--- config.mk ---
export PLATFORM = sky130hd
export DESIGN_NAME = decode_queue
export DESIGN_NICKNAME = d
export VERILOG_FILES = /design/src/rtl/decode_queue.sv
export SDC_FILE = /design/constraint.sdc
export NUM_CORES = 1
export LEC_CHECK = 0
export ABC_CLOCK_PERIOD_IN_PS = 3400
export CAP_MARGIN = 10
export CORE_UTILIZATION = 47
export CTS_BUF_LIST = sky130_fd_sc_hd__clkbuf_4 sky130_fd_sc_hd__clkbuf_8 sky130_fd_sc_hd__clkbuf_16
export CTS_CLUSTER_DIAMETER = 30
export DETAILED_ROUTE_END_ITERATION = 16
export GPL_TIMING_DRIVEN = 0
export HOLD_SLACK_MARGIN = 0.02
export PLACE_DENSITY = 0.76
export SLEW_MARGIN = 20
export SYNTH_ARGS = -nofsm -noshare
export SYNTH_HDL_FRONTEND = slang
export SYNTH_SLANG_ARGS = --single-unit
export TNS_END_PERCENT = 20
--- constraint.sdc ---
create_clock -name clk -period 3.4 [get_ports clk]
set_clock_uncertainty 0.1 [all_clocks]
set_input_delay 0.51 -clock clk [delete_from_list [all_inputs] [get_ports clk]]
set_output_delay 0.51 -clock clk [all_outputs]
set_load 0.005 [all_outputs]
--- src/rtl/decode_queue.sv ---
// Instruction queue with a combinational decoder on the head entry.
// Fetch pushes raw words; the consumer sees decoded fields of the oldest entry.
module decode_queue #(
    parameter int DEPTH = 4,
    parameter int IMM_W = 64,
    parameter int PC_W  = 64,
    parameter int CNT_W = 16
) (
    input  logic             clk,
    input  logic             reset,
    input  logic             in_valid,
    input  logic [31:0]      in_instr,
    input  logic [PC_W-1:0]  in_pc,
    output logic             in_ready,
    input  logic             flush,
    output logic             out_valid,
    input  logic             out_ready,
    output logic [PC_W-1:0]  out_pc,
    output logic [10:0]      opcode,
    output logic [4:0]       rm,
    output logic [5:0]       shamt,
    output logic [4:0]       rn,
    output logic [4:0]       rt,
    output logic [18:0]      address,
    output logic [IMM_W-1:0] imm,
    output logic [2:0]       fmt,
    output logic             illegal,
    output logic [CNT_W-1:0] dec_count,
    output logic [CNT_W-1:0] ill_count
);

    localparam int AW = $clog2(DEPTH);
    localparam logic [AW:0] FULL_CNT = (AW+1)'(DEPTH);

    typedef enum logic [2:0] {
        FMT_R   = 3'd0,
        FMT_I   = 3'd1,
        FMT_D   = 3'd2,
        FMT_B   = 3'd3,
        FMT_CB  = 3'd4,
        FMT_ILL = 3'd7
    } fmt_e;

    logic [31:0]     instr_mem_q [DEPTH];
    logic [PC_W-1:0] pc_mem_q    [DEPTH];

    logic [AW-1:0]    wr_ptr_q, wr_ptr_d;
    logic [AW-1:0]    rd_ptr_q, rd_ptr_d;
    logic [AW:0]      count_q, count_d;
    logic [CNT_W-1:0] dec_count_q, dec_count_d;
    logic [CNT_W-1:0] ill_count_q, ill_count_d;

    logic        push, pop;
    logic [31:0] head;
    fmt_e        fmt_c;

    assign in_ready  = (count_q != FULL_CNT);
    assign out_valid = (count_q != '0);
    assign push      = in_valid && in_ready && !flush;
    assign pop       = out_valid && out_ready && !flush;

    always_comb begin
        wr_ptr_d = wr_ptr_q;
        rd_ptr_d = rd_ptr_q;
        count_d  = count_q;
        if (flush) begin
            wr_ptr_d = '0;
            rd_ptr_d = '0;
            count_d  = '0;
        end else begin
            if (push) wr_ptr_d = wr_ptr_q + AW'(1);
            if (pop)  rd_ptr_d = rd_ptr_q + AW'(1);
            case ({push, pop})
                2'b10:   count_d = count_q + (AW+1)'(1);
                2'b01:   count_d = count_q - (AW+1)'(1);
                default: count_d = count_q;
            endcase
        end
    end

    // Storage is not reset; occupancy alone decides what is valid.
    always_ff @(posedge clk) begin
        if (push) begin
            instr_mem_q[wr_ptr_q] <= in_instr;
            pc_mem_q[wr_ptr_q]    <= in_pc;
        end
    end

    assign head    = instr_mem_q[rd_ptr_q];
    assign out_pc  = pc_mem_q[rd_ptr_q];
    assign opcode  = head[31:21];
    assign rm      = head[20:16];
    assign shamt   = head[15:10];
    assign rn      = head[9:5];
    assign rt      = head[4:0];
    assign address = head[23:5];

    // Wider opcode classes are tested first so shorter prefixes win.
    always_comb begin
        fmt_c   = FMT_ILL;
        illegal = 1'b1;
        imm     = '0;
        if (head[31:26] == 6'b000101) begin
            fmt_c   = FMT_B;
            illegal = 1'b0;
            imm     = IMM_W'($signed(head[25:0]));
        end else if (head[31:24] inside {8'b10110100, 8'b10110101}) begin
            fmt_c   = FMT_CB;
            illegal = 1'b0;
            imm     = IMM_W'($signed(head[23:5]));
        end else if (head[31:22] inside {10'b1001000100, 10'b1011000100,
                                         10'b1101000100, 10'b1111000100}) begin
            fmt_c   = FMT_I;
            illegal = 1'b0;
            imm     = IMM_W'(head[21:10]);
        end else if (head[31:21] inside {11'b11111000000, 11'b11111000010}) begin
            fmt_c   = FMT_D;
            illegal = 1'b0;
            imm     = IMM_W'($signed(head[20:12]));
        end else if (head[31:21] inside {11'b10001011000, 11'b11001011000,
                                         11'b10101011000, 11'b11101011000,
                                         11'b10001010000, 11'b10101010000,
                                         11'b11010011011, 11'b11010011010}) begin
            fmt_c   = FMT_R;
            illegal = 1'b0;
            imm     = IMM_W'(head[15:10]);
        end
    end

    assign fmt = fmt_c;

    always_comb begin
        dec_count_d = dec_count_q;
        ill_count_d = ill_count_q;
        if (pop) begin
            if (dec_count_q != '1) dec_count_d = dec_count_q + CNT_W'(1);
            if (illegal && (ill_count_q != '1)) ill_count_d = ill_count_q + CNT_W'(1);
        end
    end

    assign dec_count = dec_count_q;
    assign ill_count = ill_count_q;

    always_ff @(posedge clk or posedge reset) begin
        if (reset) begin
            wr_ptr_q    <= '0;
            rd_ptr_q    <= '0;
            count_q     <= '0;
            dec_count_q <= '0;
            ill_count_q <= '0;
        end else begin
            wr_ptr_q    <= wr_ptr_d;
            rd_ptr_q    <= rd_ptr_d;
            count_q     <= count_d;
            dec_count_q <= dec_count_d;
            ill_count_q <= ill_count_d;
        end
    end

endmodule

==> run summary <==
The clock sink count is 423. The number of hold violations in the final report is 0. The number of global-route vias before repair came out at 10800.

The remaining design rule violation count is 0. The layout-stage area growth over the synthesis result is 48.5%. Once placement completed, the tool counted placed cells totaling between 1500 and 2000. TritonCTS built the clock tree.

The slew at the pin with the worst max-slew slack came out at between 0.8 and 0.9 ns. VDD sags by at most 0.000692 V. The die extent in x came out at around 190 um.

At the worst endpoint, the arrival time is between 3 and 4 ns. The synthesized area per cell came out at a little over 20 um2. The worst register-to-register path begins at rd_ptr_q[0]$_DFFE_PP0P_. The die covers approximately 37000 um2.

The endpoint class of the critical path is an output port. The effective utilization at floorplan came out at between 40 and 50%. The synthesis-stage register bit count came out at about 420. The cts-stage hold buffer count came out at 0. The cell repeated most along the worst path is sky130_fd_sc_hd__buf_4.

For this run, the slowest stage of the critical path takes 0.54 ns. The achievable clock frequency is between 200 and 300 MHz. The number of input and output port buffers inserted is 316. The number of DRC markers in iteration 0 came out at 550. Summed over all cells, the static leakage comes to between 9 and 10 nW. The commonest cells after synthesis are sky130_fd_sc_hd__edfxtp_1 (384), sky130_fd_sc_hd__mux4_2 (92), sky130_fd_sc_hd__buf_4 (57). The synthesized netlist net count came out at 940. The largest total area in the synthesized netlist belongs to sky130_fd_sc_hd__edfxtp_1. In this run the power density over the cells is roughly 770 nW/um2. The aggregate global-route resource usage is roughly a quarter. The count of final max-slew check failures is 0. After detailed routing, the average wire length per cell comes to 24.8 um. The routed layout has roughly 10000 vias. The final net count came out at about 1400. The largest net degree at the start of global routing came out at 48. The detailed-placement wirelength estimate is 26200 um. The final critical-path share of the clock period is 114%. The worst hold path belongs to the class in2async. Once detail routing completed, the nets flagged for antenna violations numbered 0. The insertion delay of the later-clocked pin in the worst-skew pair is about 0.59 ns.

The number of clock buffers inserted by TritonCTS is ~80. STA classifies the critical path startpoint as a flip-flop. The maximum clock insertion buffer count is 3. For the worst setup path, the data required time is 2.79 ns. Walking the worst path, the cells encountered are buf_8 -> buf_12 -> mux4_2 -> nand2b_4 -> buf_6 -> nor4_4 -> buf_4 -> buf_4 -> buf_4 -> a221o_1 -> buf_2. The post-layout worst setup margin is -0.483 ns. The sum of negative setup slack is -28.97 ns. In this run the worst setup path begins at rd_ptr_q[0]$_DFFE_PP0P_.

Setup repair after global routing could not meet its margin everywhere. The number of distinct standard cells referenced by the synthesized netlist came out at a little under 60. The worst setup path is of the reg2out kind.

Yosys instantiated no cell more often than sky130_fd_sc_hd__edfxtp_1. The initial antenna violation count came to 4. Clock-pin slew was measured on the worst setup and hold paths at ~0.050 ns. The worst pin sits at a relative slew slack of between 40% and 50%. The fraction of layout instances using a drive strength above 1 is between 30% and 40%. For this run the aggregate overflow at the end of global routing stands at 0.

The largest fanout on the critical path is 6. The final non-filler cell total came out at between 1500 and 2000. The first-pass GRT wire length is about 65000 um. The share of the synthesized area in the top cell type came out at about two thirds. The fill cell instance count of the final layout is about 2100. The sequential element share of the synthesized area came out at ~74%. The total I/O pin count came out at 318.

The final setup violation count came out at 96. After synthesis, the share of flip-flops with an asynchronous set or reset is a little under a tenth. The slowest library cell on the worst path is sky130_fd_sc_hd__mux4_2. The area inside the core boundary is ~35000 um2. The synthesized area came out at between 15000 and 20000 um2. The average vias per placed instance is around 5.5. The die outline height came out at between 150 and 200 um. The run finished, with violations left.

The number of levels in the clock H-tree came out at 3. The synthesized instance count came out at 832. The routability congestion estimate is just under 0.9. The placement row count came out at between 60 and 70. The count of maximum capacitance violations is 0. The Yosys step of the flow raised 0 warnings.

The final critical-path required period is slightly below 4 ns. The utilization after layout came out at between 70% and 80%. The CTS root buffer is sky130_fd_sc_hd__clkbuf_16. By area the synthesized netlist is led by sky130_fd_sc_hd__edfxtp_1 (68%), sky130_fd_sc_hd__mux4_2 (12%), sky130_fd_sc_hd__dfrtp_1 (5.8%), sky130_fd_sc_hd__buf_4 (2.5%), sky130_fd_sc_hd__xnor2_1 (1.1%). The prevailing post-synth register cell is sky130_fd_sc_hd__edfxtp_1.

The number of search-and-repair iterations in the first detailed-routing pass came out at 6. The number of synthesized flops with an enable pin came out at about 380. The checks that failed: negative setup slack.

Summed over all layers, the routed wires come to 45800 um. OpenSTA, run right after detailed placement, puts the worst setup slack at -1.67 ns.
==> metal layers <==
metal	global-route usage, %	up-vias	share of wire, %
met3	8.81	101	10
li1	-	4360	-
met1	27.4	5178	35
met2	41.9	538	51
met5	0	-	0.026
met4	11.4	2	3.9
==> repair_timing <==
| action | 4_1_cts | 5_1_grt |
|---|---|---|
| setup buffers | 71 | 23 |
| pin swaps | 28 | 21 |
| resized for setup | 462 | 139 |
| gates cloned | 10 | 1 |
| setup endpoints to repair | 163 | 132 |
==> power breakdown <==
| group | internal (mW) | switching [mW] | total (mW) |
|---|---|---|---|
| sequential | 6.08 | 0.173 | 6.25 |
| combinational | 2.83 | 2.12 | 4.96 |
| clock | 5.31 | 2.67 | 7.99 |
| total | 14.2 | 4.97 | 19.2 |
==> cell families after synthesis <==
family / synth area share (%)
flip-flops: 74.2
buffers and inverters: 3.76
XOR/XNOR: 1.82
multiplexers: 13.2
adder cells (fa/ha/maj): 0.564
AO/OA/AOI/OAI: 1.90
AND/OR/NAND/NOR: 4.57
==> stage by stage <==
| step | hold WS [ns] | cell area (um2) | total power, mW |
|---|---|---|---|
| after CTS | 0.0817 | 24700 | 19.1 |
| after global placement | 0.377 | 20600 | 10.5 |
| final | 0.109 | 25000 | 19.2 |
| after floorplan | 0.377 | 16900 | 8.38 |
| after detailed placement | 0.381 | 20800 | 10.6 |
| after global routing | 0.118 | 25000 | 19.9 |
==> layout by cell type (no fill, tap or decap), types with 12 or more instances in the layout <==
cell	Yosys	final
sky130_fd_sc_hd__buf_4	57	54
sky130_fd_sc_hd__xnor2_1	21	21
sky130_fd_sc_hd__buf_12	1	19
sky130_fd_sc_hd__xor2_1	14	14
sky130_fd_sc_hd__clkbuf_4	0	14
sky130_fd_sc_hd__nor2_1	21	16
sky130_fd_sc_hd__dfrtp_1	39	38
sky130_fd_sc_hd__mux4_2	92	96
sky130_fd_sc_hd__buf_6	3	129
sky130_fd_sc_hd__nand2_1	35	33
sky130_fd_sc_hd__nand3_1	13	12
sky130_fd_sc_hd__edfxtp_1	384	384
sky130_fd_sc_hd__buf_2	4	26
sky130_fd_sc_hd__clkdlybuf4s50_1	0	184
sky130_fd_sc_hd__clkbuf_16	0	86
sky130_fd_sc_hd__dlymetal6s2s_1	0	40
==> cell type report <==
| cell class | count | area (um2) | share of cell area, % |
|---|---|---|---|
| Antenna cell | 4 | 10.0 | 0.0400 |
| Multi-Input combinational cell | 319 | 3940 | 15.8 |
| Tap cell | 455 | 569 | 2.27 |
| Timing Repair Buffer | 414 | 4320 | 17.3 |
| Sequential cell | 423 | 12500 | 50.0 |
| Inverter | 7 | 26.3 | 0.105 |
| Clock inverter | 51 | 568 | 2.27 |
| Clock buffer | 99 | 2230 | 8.90 |
| Buffer | 73 | 861 | 3.44 |
==> registers in the layout, indices dropped and copies added (netlist names) <==
name,flops
pc_mem_q,256
rd_ptr_q,2
ill_count,16
instr_mem_q,128
dec_count,16
count_q,3
wr_ptr_q,2
==> worst max-delay path: cells and delay by family, from the launching register on <==
family | cells | cell delay [ns]
AOI/OAI and AO/OA | 1 | 0.16
DFF | 1 | 0.35
and+or+nand+nor | 2 | 0.58
muxes | 1 | 0.54
buffers and inverters | 7 | 1.05
==> worst paths after layout <==
kind                                             end  slack [ns]  depth (start not counted)
setup reg to reg            ill_count[1]$_DFFE_PP0P_        0.09                         11
hold / removal             ill_count[10]$_DFFE_PP0P_        0.11                          2
hold reg to reg            ill_count[13]$_DFFE_PP0P_        0.40                          1
min in group clk             rd_ptr_q[0]$_DFFE_PP0P_        0.18                          2
setup / recovery                             imm[13]       -0.48                         11
max in group asynchronous   ill_count[6]$_DFFE_PP0P_        2.65                          3
Note: power is estimated with default switching activity, not from simulation.
